--- config.mk ---
export PLATFORM = sky130hd
export DESIGN_NAME = cronometro_ctrl_flat
export DESIGN_NICKNAME = d
export VERILOG_FILES = /design/src/rtl/cronometro_ctrl_if.sv /design/src/rtl/cronometro_ctrl.sv /design/src/flat_wrapper.sv
export SDC_FILE = /design/constraint.sdc
export NUM_CORES = 1
export LEC_CHECK = 0
export BUFFER_PORTS_ARGS = -buffer_cell sky130_fd_sc_hd__buf_4
export CAP_MARGIN = 40
export CELL_PAD_IN_SITES_DETAIL_PLACEMENT = 2
export CELL_PAD_IN_SITES_GLOBAL_PLACEMENT = 2
export CORE_ASPECT_RATIO = 0.8
export CORE_MARGIN = 1.5
export CORE_UTILIZATION = 41
export CTS_CLUSTER_DIAMETER = 100
export CTS_CLUSTER_SIZE = 40
export DETAILED_ROUTE_END_ITERATION = 7
export GPL_TIMING_DRIVEN = 0
export PLACE_DENSITY = 0.76
export SETUP_SLACK_MARGIN = 0.05
export SKIP_LAST_GASP = 1
export SYNTH_ARGS = -nofsm -noshare
export SYNTH_HDL_FRONTEND = slang
export SYNTH_SLANG_ARGS = --single-unit
--- constraint.sdc ---
create_clock -name clk -period 4.2 [get_ports clk]
set_clock_uncertainty 0.05 [all_clocks]
set_input_delay 0.84 -clock clk [delete_from_list [all_inputs] [get_ports clk]]
set_output_delay 0.84 -clock clk [all_outputs]
set_load 0.005 [all_outputs]
--- src/rtl/cronometro_ctrl_if.sv ---
// Button and control bundle for the stopwatch sequencer.
// The master drives the raw buttons; the slave returns the datapath controls.
interface cronometro_ctrl_if;
  logic       play;
  logic       stop;
  logic       lap;
  logic       cnt_en;
  logic       cnt_clr;
  logic       disp_freeze;
  logic       running;
  logic [1:0] state;

  modport master (
    output play, stop, lap,
    input  cnt_en, cnt_clr, disp_freeze, running, state
  );

  modport slave (
    input  play, stop, lap,
    output cnt_en, cnt_clr, disp_freeze, running, state
  );
endinterface

--- src/rtl/cronometro_ctrl.sv ---
// Stopwatch control sequencer: button conditioning, run/pause/lap/clear FSM,
// millisecond tick prescaler and display-freeze flag.
module cronometro_ctrl #(
  parameter int TICK_DIV   = 50000,
  parameter int DEB_CYCLES = 500000
) (
  input  logic             clk,
  input  logic             rst,
  cronometro_ctrl_if.slave bus
);

  localparam int DW = $clog2(DEB_CYCLES + 1);
  localparam int PW = $clog2(TICK_DIV);
  localparam logic [DW-1:0] DEB_MAX   = DW'(DEB_CYCLES);
  localparam logic [PW-1:0] PRESC_MAX = PW'(TICK_DIV - 1);

  typedef enum logic [1:0] {
    IDLE  = 2'b00,
    RUN   = 2'b01,
    PAUSE = 2'b10,
    LAP   = 2'b11
  } state_t;

  // Button bit order everywhere: [0]=play, [1]=stop, [2]=lap.
  logic [2:0]    raw;
  logic [2:0]    sync1;
  logic [2:0]    sync2;
  logic [2:0]    deb;
  logic [2:0]    deb_prev;
  logic [2:0]    press;
  logic [DW-1:0] deb_cnt [3];

  logic          play_p;
  logic          stop_p;
  logic          lap_p;

  state_t        cur_state;
  state_t        nxt_state;
  logic          cur_running;
  logic          nxt_running;
  logic [PW-1:0] presc;
  logic [PW-1:0] presc_nxt;

  assign raw = {bus.lap, bus.stop, bus.play};
  assign {lap_p, stop_p, play_p} = press;

  // Synchronize, debounce and edge-detect the three buttons.
  always_ff @(posedge clk or posedge rst) begin
    if (rst) begin
      sync1    <= 3'b000;
      sync2    <= 3'b000;
      deb      <= 3'b000;
      deb_prev <= 3'b000;
      press    <= 3'b000;
      for (int b = 0; b < 3; b++) begin
        deb_cnt[b] <= '0;
      end
    end else begin
      sync1    <= raw;
      sync2    <= sync1;
      deb_prev <= deb;
      press    <= deb & ~deb_prev;
      for (int b = 0; b < 3; b++) begin
        if (sync2[b] == deb[b]) begin
          deb_cnt[b] <= '0;
        end else if (deb_cnt[b] == DEB_MAX) begin
          deb[b]     <= sync2[b];
          deb_cnt[b] <= '0;
        end else begin
          deb_cnt[b] <= deb_cnt[b] + DW'(1);
        end
      end
    end
  end

  // Next-state decode; stop outranks play, which outranks lap.
  always_comb begin
    nxt_state = cur_state;
    if (stop_p) begin
      nxt_state = IDLE;
    end else if (play_p) begin
      case (cur_state)
        IDLE:    nxt_state = RUN;
        RUN:     nxt_state = PAUSE;
        PAUSE:   nxt_state = RUN;
        LAP:     nxt_state = PAUSE;
        default: nxt_state = IDLE;
      endcase
    end else if (lap_p) begin
      case (cur_state)
        RUN:     nxt_state = LAP;
        LAP:     nxt_state = RUN;
        default: nxt_state = cur_state;
      endcase
    end else begin
      nxt_state = cur_state;
    end
  end

  assign cur_running = (cur_state == RUN) || (cur_state == LAP);
  assign nxt_running = (nxt_state == RUN) || (nxt_state == LAP);

  // Prescaler keeps its partial count across PAUSE and restarts from IDLE.
  always_comb begin
    presc_nxt = presc;
    if ((cur_state == IDLE) || (nxt_state == IDLE)) begin
      presc_nxt = '0;
    end else if (cur_running) begin
      presc_nxt = (presc == PRESC_MAX) ? '0 : presc + PW'(1);
    end else begin
      presc_nxt = presc;
    end
  end

  // State, prescaler and registered datapath controls.
  always_ff @(posedge clk or posedge rst) begin
    if (rst) begin
      cur_state       <= IDLE;
      presc           <= '0;
      bus.cnt_en      <= 1'b0;
      bus.cnt_clr     <= 1'b0;
      bus.disp_freeze <= 1'b0;
      bus.running     <= 1'b0;
    end else begin
      cur_state       <= nxt_state;
      presc           <= presc_nxt;
      bus.cnt_en      <= nxt_running && (presc_nxt == PRESC_MAX);
      bus.cnt_clr     <= stop_p;
      bus.disp_freeze <= (nxt_state == LAP);
      bus.running     <= nxt_running;
    end
  end

  assign bus.state = cur_state;

endmodule

--- src/flat_wrapper.sv ---
// flat-port wrapper written by rule: the top's interface ports become plain ports
module cronometro_ctrl_flat 
#(
  parameter int TICK_DIV   = 50000,
  parameter int DEB_CYCLES = 500000
)
  (clk, rst, bus_play, bus_stop, bus_lap, bus_cnt_en, bus_cnt_clr, bus_disp_freeze, bus_running, bus_state);
  cronometro_ctrl_if bus_i ();
  input  logic clk;
  input  logic rst;
  input wire logic [$bits(bus_i.play)-1:0] bus_play;
  input wire logic [$bits(bus_i.stop)-1:0] bus_stop;
  input wire logic [$bits(bus_i.lap)-1:0] bus_lap;
  output wire logic [$bits(bus_i.cnt_en)-1:0] bus_cnt_en;
  output wire logic [$bits(bus_i.cnt_clr)-1:0] bus_cnt_clr;
  output wire logic [$bits(bus_i.disp_freeze)-1:0] bus_disp_freeze;
  output wire logic [$bits(bus_i.running)-1:0] bus_running;
  output wire logic [$bits(bus_i.state)-1:0] bus_state;
  assign bus_i.play = bus_play;
  assign bus_i.stop = bus_stop;
  assign bus_i.lap = bus_lap;
  assign bus_cnt_en = bus_i.cnt_en;
  assign bus_cnt_clr = bus_i.cnt_clr;
  assign bus_disp_freeze = bus_i.disp_freeze;
  assign bus_running = bus_i.running;
  assign bus_state = bus_i.state;
  cronometro_ctrl #(.TICK_DIV(TICK_DIV), .DEB_CYCLES(DEB_CYCLES)) u_core (.clk(clk), .rst(rst), .bus(bus_i));
endmodule
== After elaboration in Yosys (flattened, before gate mapping) ==
Index checks and enable logic that the tools add are counted.

* Add/subtract/negate cells: 4
* Equality and inequality tests: 13
* Muxes and demuxes: 14
* Bitwise gates (word level): 5
* Reduce and logical (&&, ||, !) cells: 11

{| class="wikitable"
|+ Operators with widths
! kind !! number
|-
| 19-bit 2-to-1 mux || 6
|-
| 19-bit by 1-bit adder with 19-bit output, second input constant || 3
|-
| 19-bit equality test, second input constant || 3
|-
| 16-bit 2-to-1 mux || 3
|-
| 16-bit equality test, second input constant || 2
|-
| 16-bit by 1-bit adder with 16-bit output, second input constant || 1
|-
| 2-bit one-hot mux with 2 select lines || 2
|-
| 2-bit equality test, second input constant || 3
|-
| 2-bit 2-to-1 mux || 3
|-
| 2-bit AND reduction || 3
|-
| 2-bit by 1-bit equality test with 1-bit output, second input constant || 2
|-
| 2-bit zero test || 2
|-
| 2-bit OR reduction || 2
|-
| 3-bit AND || 1
|-
| 1-bit equality test || 3
|-
| 1-bit logical OR || 3
|-
| 1-bit NOT || 3
|-
| 3-bit NOT || 1
|-
| 1-bit logical AND || 1
|}

* Register bits after elaboration: 94
* Input bits: 5
* Output and inout port bits: 6

== Depth between registers and ports, before layout ==
* Depth in word-level cells: 10
* Depth in mapped cells: 8

== Worst setup path before layout ==
No wires, ideal clock.

* Kind: register to register
* From: register u_core.cur_state[1], in the netlist u_core.bus.state[1]
* To: register u_core.presc[4]
* Arrival: 1.860 ns
* Data required time: 4.080 ns
* Slack: 2.220 ns
* Stages on the path, launching flop included: 9
* Buffers on the path: 1
* Path through: dfrtp_1 inv_1 ha_1 or2_4 o22ai_2 a211o_1 or2_4 buf_12 nor2_4

* Longest elaborated chain between the ends: 8
* Elaborated cells between the ends (all ways): 16
* Classes of those cells: eq/ne: 3; mux: 7; reduce/logical: 6

{| class="wikitable"
|+ Ends and longest elaborated chain
! what !! RTL line !! RTL
|-
| from (decl) || cronometro_ctrl.sv:37 || <nowiki>state_t cur_state;</nowiki>
|-
| from (signal assigned) || cronometro_ctrl.sv:125 || <nowiki>cur_state <= nxt_state;</nowiki>
|-
| 2-bit equality test, or another cell as far along || cronometro_ctrl.sv:82, cronometro_ctrl.sv:90, cronometro_ctrl.sv:100 ||
|-
| 2-bit one-hot mux with 2 select lines or 2-bit OR reduction (tied branches) || n/a ||
|-
| 2-bit 2-to-1 mux or 2-bit one-hot mux with 2 select lines (tied branches) || cronometro_ctrl.sv:89, cronometro_ctrl.sv:82 ||
|-
| 2-bit 2-to-1 mux || cronometro_ctrl.sv:81 || <nowiki>end else if (play_p) begin</nowiki>
|-
| 2-bit 2-to-1 mux || cronometro_ctrl.sv:79 || <nowiki>if (stop_p) begin</nowiki>
|-
| 2-bit zero test || cronometro_ctrl.sv:106 || <nowiki>if ((cur_state == IDLE) || (nxt_state == IDLE)) begin</nowiki>
|-
| 1-bit logical OR || cronometro_ctrl.sv:106 ||
|-
| 16-bit 2-to-1 mux (*) || cronometro_ctrl.sv:106 ||
|-
| named net u_core.presc_nxt[4] || cronometro_ctrl.sv:42 || <nowiki>logic [PW-1:0] presc_nxt;</nowiki>
|-
| to (signal assigned) || cronometro_ctrl.sv:126 || <nowiki>presc <= presc_nxt;</nowiki>
|-
| to (decl) || cronometro_ctrl.sv:41 || <nowiki>logic [PW-1:0] presc;</nowiki>
|}

Mark *: on every way through the listed nets, which the timed path passes. The rest lies on a longest branch.
A chain may end at the register's enable or synchronous reset.

== Worst setup path after layout ==
* From: register u_core.cur_state[1], in the netlist u_core.bus.state[1]
* To: register u_core.bus.cnt_en

* Longest elaborated chain between the ends: 10
* Elaborated cells between the ends (all ways): 21
* Classes of those cells: eq/ne: 6; mux: 7; reduce/logical: 8

{| class="wikitable"
|+ Ends and longest elaborated chain
! what !! RTL line !! RTL
|-
| 2-bit equality test, or another cell as far along || cronometro_ctrl.sv:82, cronometro_ctrl.sv:90, cronometro_ctrl.sv:100 ||
|-
| 2-bit one-hot mux with 2 select lines or 2-bit OR reduction (tied branches) || n/a ||
|-
| 2-bit 2-to-1 mux or 2-bit one-hot mux with 2 select lines (tied branches) || cronometro_ctrl.sv:89, cronometro_ctrl.sv:82 ||
|-
| 2-bit 2-to-1 mux || cronometro_ctrl.sv:81 ||
|-
| 2-bit 2-to-1 mux || cronometro_ctrl.sv:79 ||
|-
| 2-bit zero test || cronometro_ctrl.sv:106 ||
|-
| 1-bit logical OR || cronometro_ctrl.sv:106 ||
|-
| 16-bit 2-to-1 mux || cronometro_ctrl.sv:106 ||
|-
| 16-bit equality test || cronometro_ctrl.sv:127 || <nowiki>bus.cnt_en <= nxt_running && (presc_nxt == PRESC_MAX);</nowiki>
|-
| 1-bit logical AND (*) || cronometro_ctrl.sv:127 ||
|-
| to (signal assigned) || cronometro_ctrl.sv:127 ||
|-
| to (decl) || cronometro_ctrl_if.sv:20 || <nowiki>output cnt_en, cnt_clr, disp_freeze, running, state</nowiki>
|}

Mark *: on every way between the ends. The rest lies on a longest branch, timed or not.

==> metrics.txt <==
# TYPE chip_impl_metric gauge
chip_impl_metric{name="layout-drive-gt1-share",unit="%"} 13.14
chip_impl_metric{name="grt_pass1_vias",unit=""} 3690
chip_impl_metric{name="max-slew-margin-rel",unit="%"} 56.63
chip_impl_metric{name="post_dp_cell_area",unit="um2"} 4987
chip_impl_metric{name="lkg_pwr",unit="nW"} 2.180
chip_impl_metric{name="yosys.cell_types.count",unit=""} 50
chip_impl_metric{name="num_vias",unit=""} 3360
chip_impl_metric{name="io_pins",unit=""} 11
chip_impl_metric{name="antenna-diode-count",unit=""} 0
chip_impl_metric{name="hpwl",unit="um"} 7801
chip_impl_info{name="startpoint",value="u_core.bus.state[1]"} 1
chip_impl_metric{name="post-route-period-util",unit="%"} 56.28
chip_impl_metric{name="wl_per_cell",unit="um"} 17.42
chip_impl_info{name="endpoint_kind",value="flop"} 1
chip_impl_metric{name="initial_core_utilization",unit="%"} 42.68
chip_impl_metric{name="yosys_warnings",unit=""} 0
chip_impl_metric{name="timing.fmax",unit="MHz"} 423.0
chip_impl_metric{name="worst_slack",unit="ps"} 1836
chip_impl_info{name="tritoncts",value="yes"} 1
chip_impl_metric{name="worst-slew-pin-transition",unit="ps"} 645.5
chip_impl_metric{name="setup_tns",unit="ps"} 0
chip_impl_metric{name="async_reset_ff_share",unit="%"} 100.0
chip_impl_metric{name="finalHoldViolations",unit=""} 0
chip_impl_info{name="worst-setup-path-type",value="flop to flop"} 1
chip_impl_metric{name="pre_cts_slack",unit="ps"} 1883
chip_impl_info{name="status",value="finished clean"} 1
chip_impl_metric{name="area_delta_synth_final",unit="%"} 11.87
chip_impl_metric{name="critical_path_arrival",unit="ps"} 2550
chip_impl_metric{name="min_period",unit="ps"} 2364
chip_impl_metric{name="tritoncts_num_sinks",unit=""} 94
chip_impl_metric{name="initialDrtViolationCount",unit=""} 138
chip_impl_info{name="final_common_cell",value="sky130_fd_sc_hd__dfrtp_1"} 1
chip_impl_metric{name="power.density_cell_area",unit="nW/um2"} 331.6
chip_impl_metric{name="cts_max_path_buffers",unit=""} 2
chip_impl_metric{name="die_height",unit="um"} 98.79
chip_impl_metric{name="global_route_wire_length_before_repair",unit="um"} 19150
chip_impl_info{name="layout_common_cells",value="94 x sky130_fd_sc_hd__dfrtp_1, 77 x sky130_fd_sc_hd__nor2_1, 37 x sky130_fd_sc_hd__xnor2_1"} 1
chip_impl_metric{name="ir_worst_vdd",unit="mV"} 0.1954
chip_impl_metric{name="grt_antenna_before_repair",unit=""} 0
chip_impl_metric{name="die_area",unit="um2"} 12120
chip_impl_metric{name="floorplan.rows",unit=""} 34
chip_impl_metric{name="drt_drc_violations_left",unit=""} 0
chip_impl_metric{name="worst_ep_required_time",unit="ps"} 4390
chip_impl_metric{name="final_nets",unit=""} 497
chip_impl_metric{name="cts_post_setup_buffers_inserted",unit=""} 0
chip_impl_metric{name="timing.final.setup_violations",unit=""} 0
chip_impl_metric{name="netlist.area_leader.share",unit="%"} 50.03
chip_impl_info{name="synth-main-ff-cell",value="sky130_fd_sc_hd__dfrtp_1"} 1
chip_impl_metric{name="postSynthNetCount",unit=""} 475
chip_impl_metric{name="synthCells",unit=""} 460
chip_impl_metric{name="final_antenna_net_count",unit=""} 0
chip_impl_metric{name="drt-total-wl",unit="um"} 10990
chip_impl_info{name="synthTopCellsByArea",value="sky130_fd_sc_hd__dfrtp_1 50%, sky130_fd_sc_hd__xnor2_1 6.9%, sky130_fd_sc_hd__nor2_1 6.1%"} 1
chip_impl_metric{name="ctsHoldBuffers",unit=""} 0
chip_impl_metric{name="gpl.final_weighted_congestion",unit=""} 0.8006
chip_impl_info{name="kind_of_start_point_of_the_critical_path",value="flop"} 1
chip_impl_metric{name="floorplan.core_area",unit="um2"} 11020
chip_impl_metric{name="grt_util_all_layers",unit="%"} 20.35
chip_impl_metric{name="clock_latency",unit="ps"} 340
chip_impl_metric{name="cts_buffer_count",unit=""} 9
chip_impl_metric{name="ys_seq_area_share",unit="%"} 50.03
chip_impl_metric{name="globalRoute.totalOverflow",unit=""} 0
chip_impl_info{name="rsz0062_at_grt",value="false"} 1
chip_impl_metric{name="postSynthRegisterBits",unit=""} 94
chip_impl_metric{name="vias_per_cell",unit=""} 5.325
chip_impl_info{name="class_of_the_most_critical_hold_timing_path",value="flop to flop"} 1
chip_impl_metric{name="final_design_area_no_fill",unit="um2"} 5260
chip_impl_metric{name="numPortBuffers",unit=""} 10
chip_impl_metric{name="timing.final.max_slew_violations",unit=""} 0
chip_impl_info{name="holdCritStartpoint",value="u_core.sync1[2]"} 1
chip_impl_metric{name="avgSynthCellArea",unit="um2"} 10.22
chip_impl_metric{name="synth_edf_count",unit=""} 0
chip_impl_metric{name="synth.cell_area",unit="um2"} 4702
chip_impl_metric{name="largest_net_degree_at_the_start_of_global_routing",unit=""} 66
chip_impl_info{name="clk_root_buffer_cell",value="sky130_fd_sc_hd__clkbuf_16"} 1
chip_impl_metric{name="critical_path_peak_fanout",unit=""} 7
chip_impl_info{name="synth.largest_area_cell",value="sky130_fd_sc_hd__dfrtp_1"} 1
chip_impl_metric{name="detailedRoute.firstPassIterationCount",unit=""} 4
chip_impl_metric{name="clkTransAtPathRegs",unit="ps"} 70
chip_impl_metric{name="cap_violations",unit=""} 0
chip_impl_info{name="worstReg2RegStart",value="u_core.bus.state[1]"} 1
chip_impl_metric{name="chipWidth",unit="um"} 122.7
chip_impl_metric{name="htreeDepth",unit=""} 3
chip_impl_metric{name="post_cts_resized",unit=""} 0
## path summary, 6_finish.rpt
path	to	slack [ps]	depth (start not counted)
setup / recovery	u_core.bus.cnt_en	1840	7
hold / removal	u_core.sync2[2]	310	0
setup reg to reg	u_core.bus.cnt_en	1840	7
max in group asynchronous	u_core.presc[3]	2990	3
hold reg to reg	u_core.sync2[2]	310	0
min in group asynchronous	u_core.sync2[0]	450	2
## area by class of cell
type,instances,area [um2]
fill,1147,5758
clock inverter,7,47.55
multi-input combinational,332,2192
tap,144,180.2
timing repair buffer,11,102.6
clock buffer,9,225.2
inverter,19,73.82
buffer,15,86.33
sequential,94,2352
## cells by family after synthesis
logic type      after synthesis  share of synthesized area [%]
simple gates                225                          26.29
flops                        94                          50.03
buf+inv                      34                          3.353
xor+xnor                     70                          13.04
mux                           4                         0.9313
fa+ha+maj                    10                          2.661
compound gates               23                          3.698
## cell usage after synthesis, types with 2 or more instances
master	count
sky130_fd_sc_hd__a211oi_1	2
sky130_fd_sc_hd__a21oi_1	5
sky130_fd_sc_hd__and3_1	7
sky130_fd_sc_hd__and4_1	8
sky130_fd_sc_hd__buf_2	7
sky130_fd_sc_hd__clkbuf_1	5
sky130_fd_sc_hd__dfrtp_1	94
sky130_fd_sc_hd__ha_1	10
sky130_fd_sc_hd__inv_1	19
sky130_fd_sc_hd__mux2_2	3
sky130_fd_sc_hd__nand2_1	26
sky130_fd_sc_hd__nand2b_1	2
sky130_fd_sc_hd__nand3_1	24
sky130_fd_sc_hd__nand4_1	15
sky130_fd_sc_hd__nand4b_1	3
sky130_fd_sc_hd__nor2_1	77
sky130_fd_sc_hd__nor2_4	10
sky130_fd_sc_hd__nor2b_1	5
sky130_fd_sc_hd__nor3_1	17
sky130_fd_sc_hd__nor3b_1	3
sky130_fd_sc_hd__nor4_1	6
sky130_fd_sc_hd__nor4_2	2
sky130_fd_sc_hd__nor4b_1	6
sky130_fd_sc_hd__o21ai_0	3
sky130_fd_sc_hd__o22ai_1	2
sky130_fd_sc_hd__or2_2	5
sky130_fd_sc_hd__or2_4	2
sky130_fd_sc_hd__or3_1	2
sky130_fd_sc_hd__xnor2_1	37
sky130_fd_sc_hd__xor2_1	33
## metrics by stage
stage	hold WS [ps]	total power [W]	std cells	util, %
after floorplan	281.2	0.0009772	460	-
after global placement	282.5	0.0009941	614	44.99
after detailed placement	310.5	0.001002	615	45.26
after CTS	326.5	0.001775	631	47.74
after global routing	326.7	0.001817	631	47.74
final	314.3	0.001744	631	47.74
## where the power goes
| part | switching, W | internal [W] |
|---|---|---|
| clock | 0.000360 | 0.000402 |
| combinational | 0.0000388 | 0.0000184 |
| sequential | 0.0000103 | 0.000915 |
| total | 0.000409 | 0.00134 |
## critical path, stage by stage, from the launching register on
cell and delay (ps):
sky130_fd_sc_hd__dfrtp_1 430, sky130_fd_sc_hd__inv_1 110, sky130_fd_sc_hd__ha_1 320, sky130_fd_sc_hd__o211ai_2 200, sky130_fd_sc_hd__nor3_1 530, sky130_fd_sc_hd__and4_1 310, sky130_fd_sc_hd__o21ai_1 100, sky130_fd_sc_hd__nor4_2 210
## registers in the layout, summed over array words and instances, names as in the netlist
register and count:
u_core.deb_cnt 57, u_core.presc 16, u_core.deb 3, u_core.deb_prev 3
u_core.press 3, u_core.sync1 3, u_core.sync2 3, u_core.bus.state 2
u_core.bus.cnt_clr 1, u_core.bus.cnt_en 1, u_core.bus.disp_freeze 1, u_core.bus.running 1
## routing by layer
| metal | track usage [%] | vias up | wire [um] |
|---|---|---|---|
| met3 | 3.993 | 10 | 196 |
| met5 | 0 | - | 0 |
| li1 | - | 1601 | - |
| met4 | 5.098 | 0 | 118 |
| met2 | 33.42 | 26 | 5502 |
| met1 | 27.68 | 1723 | 5177 |
Note: power is estimated with default switching activity, not from simulation.
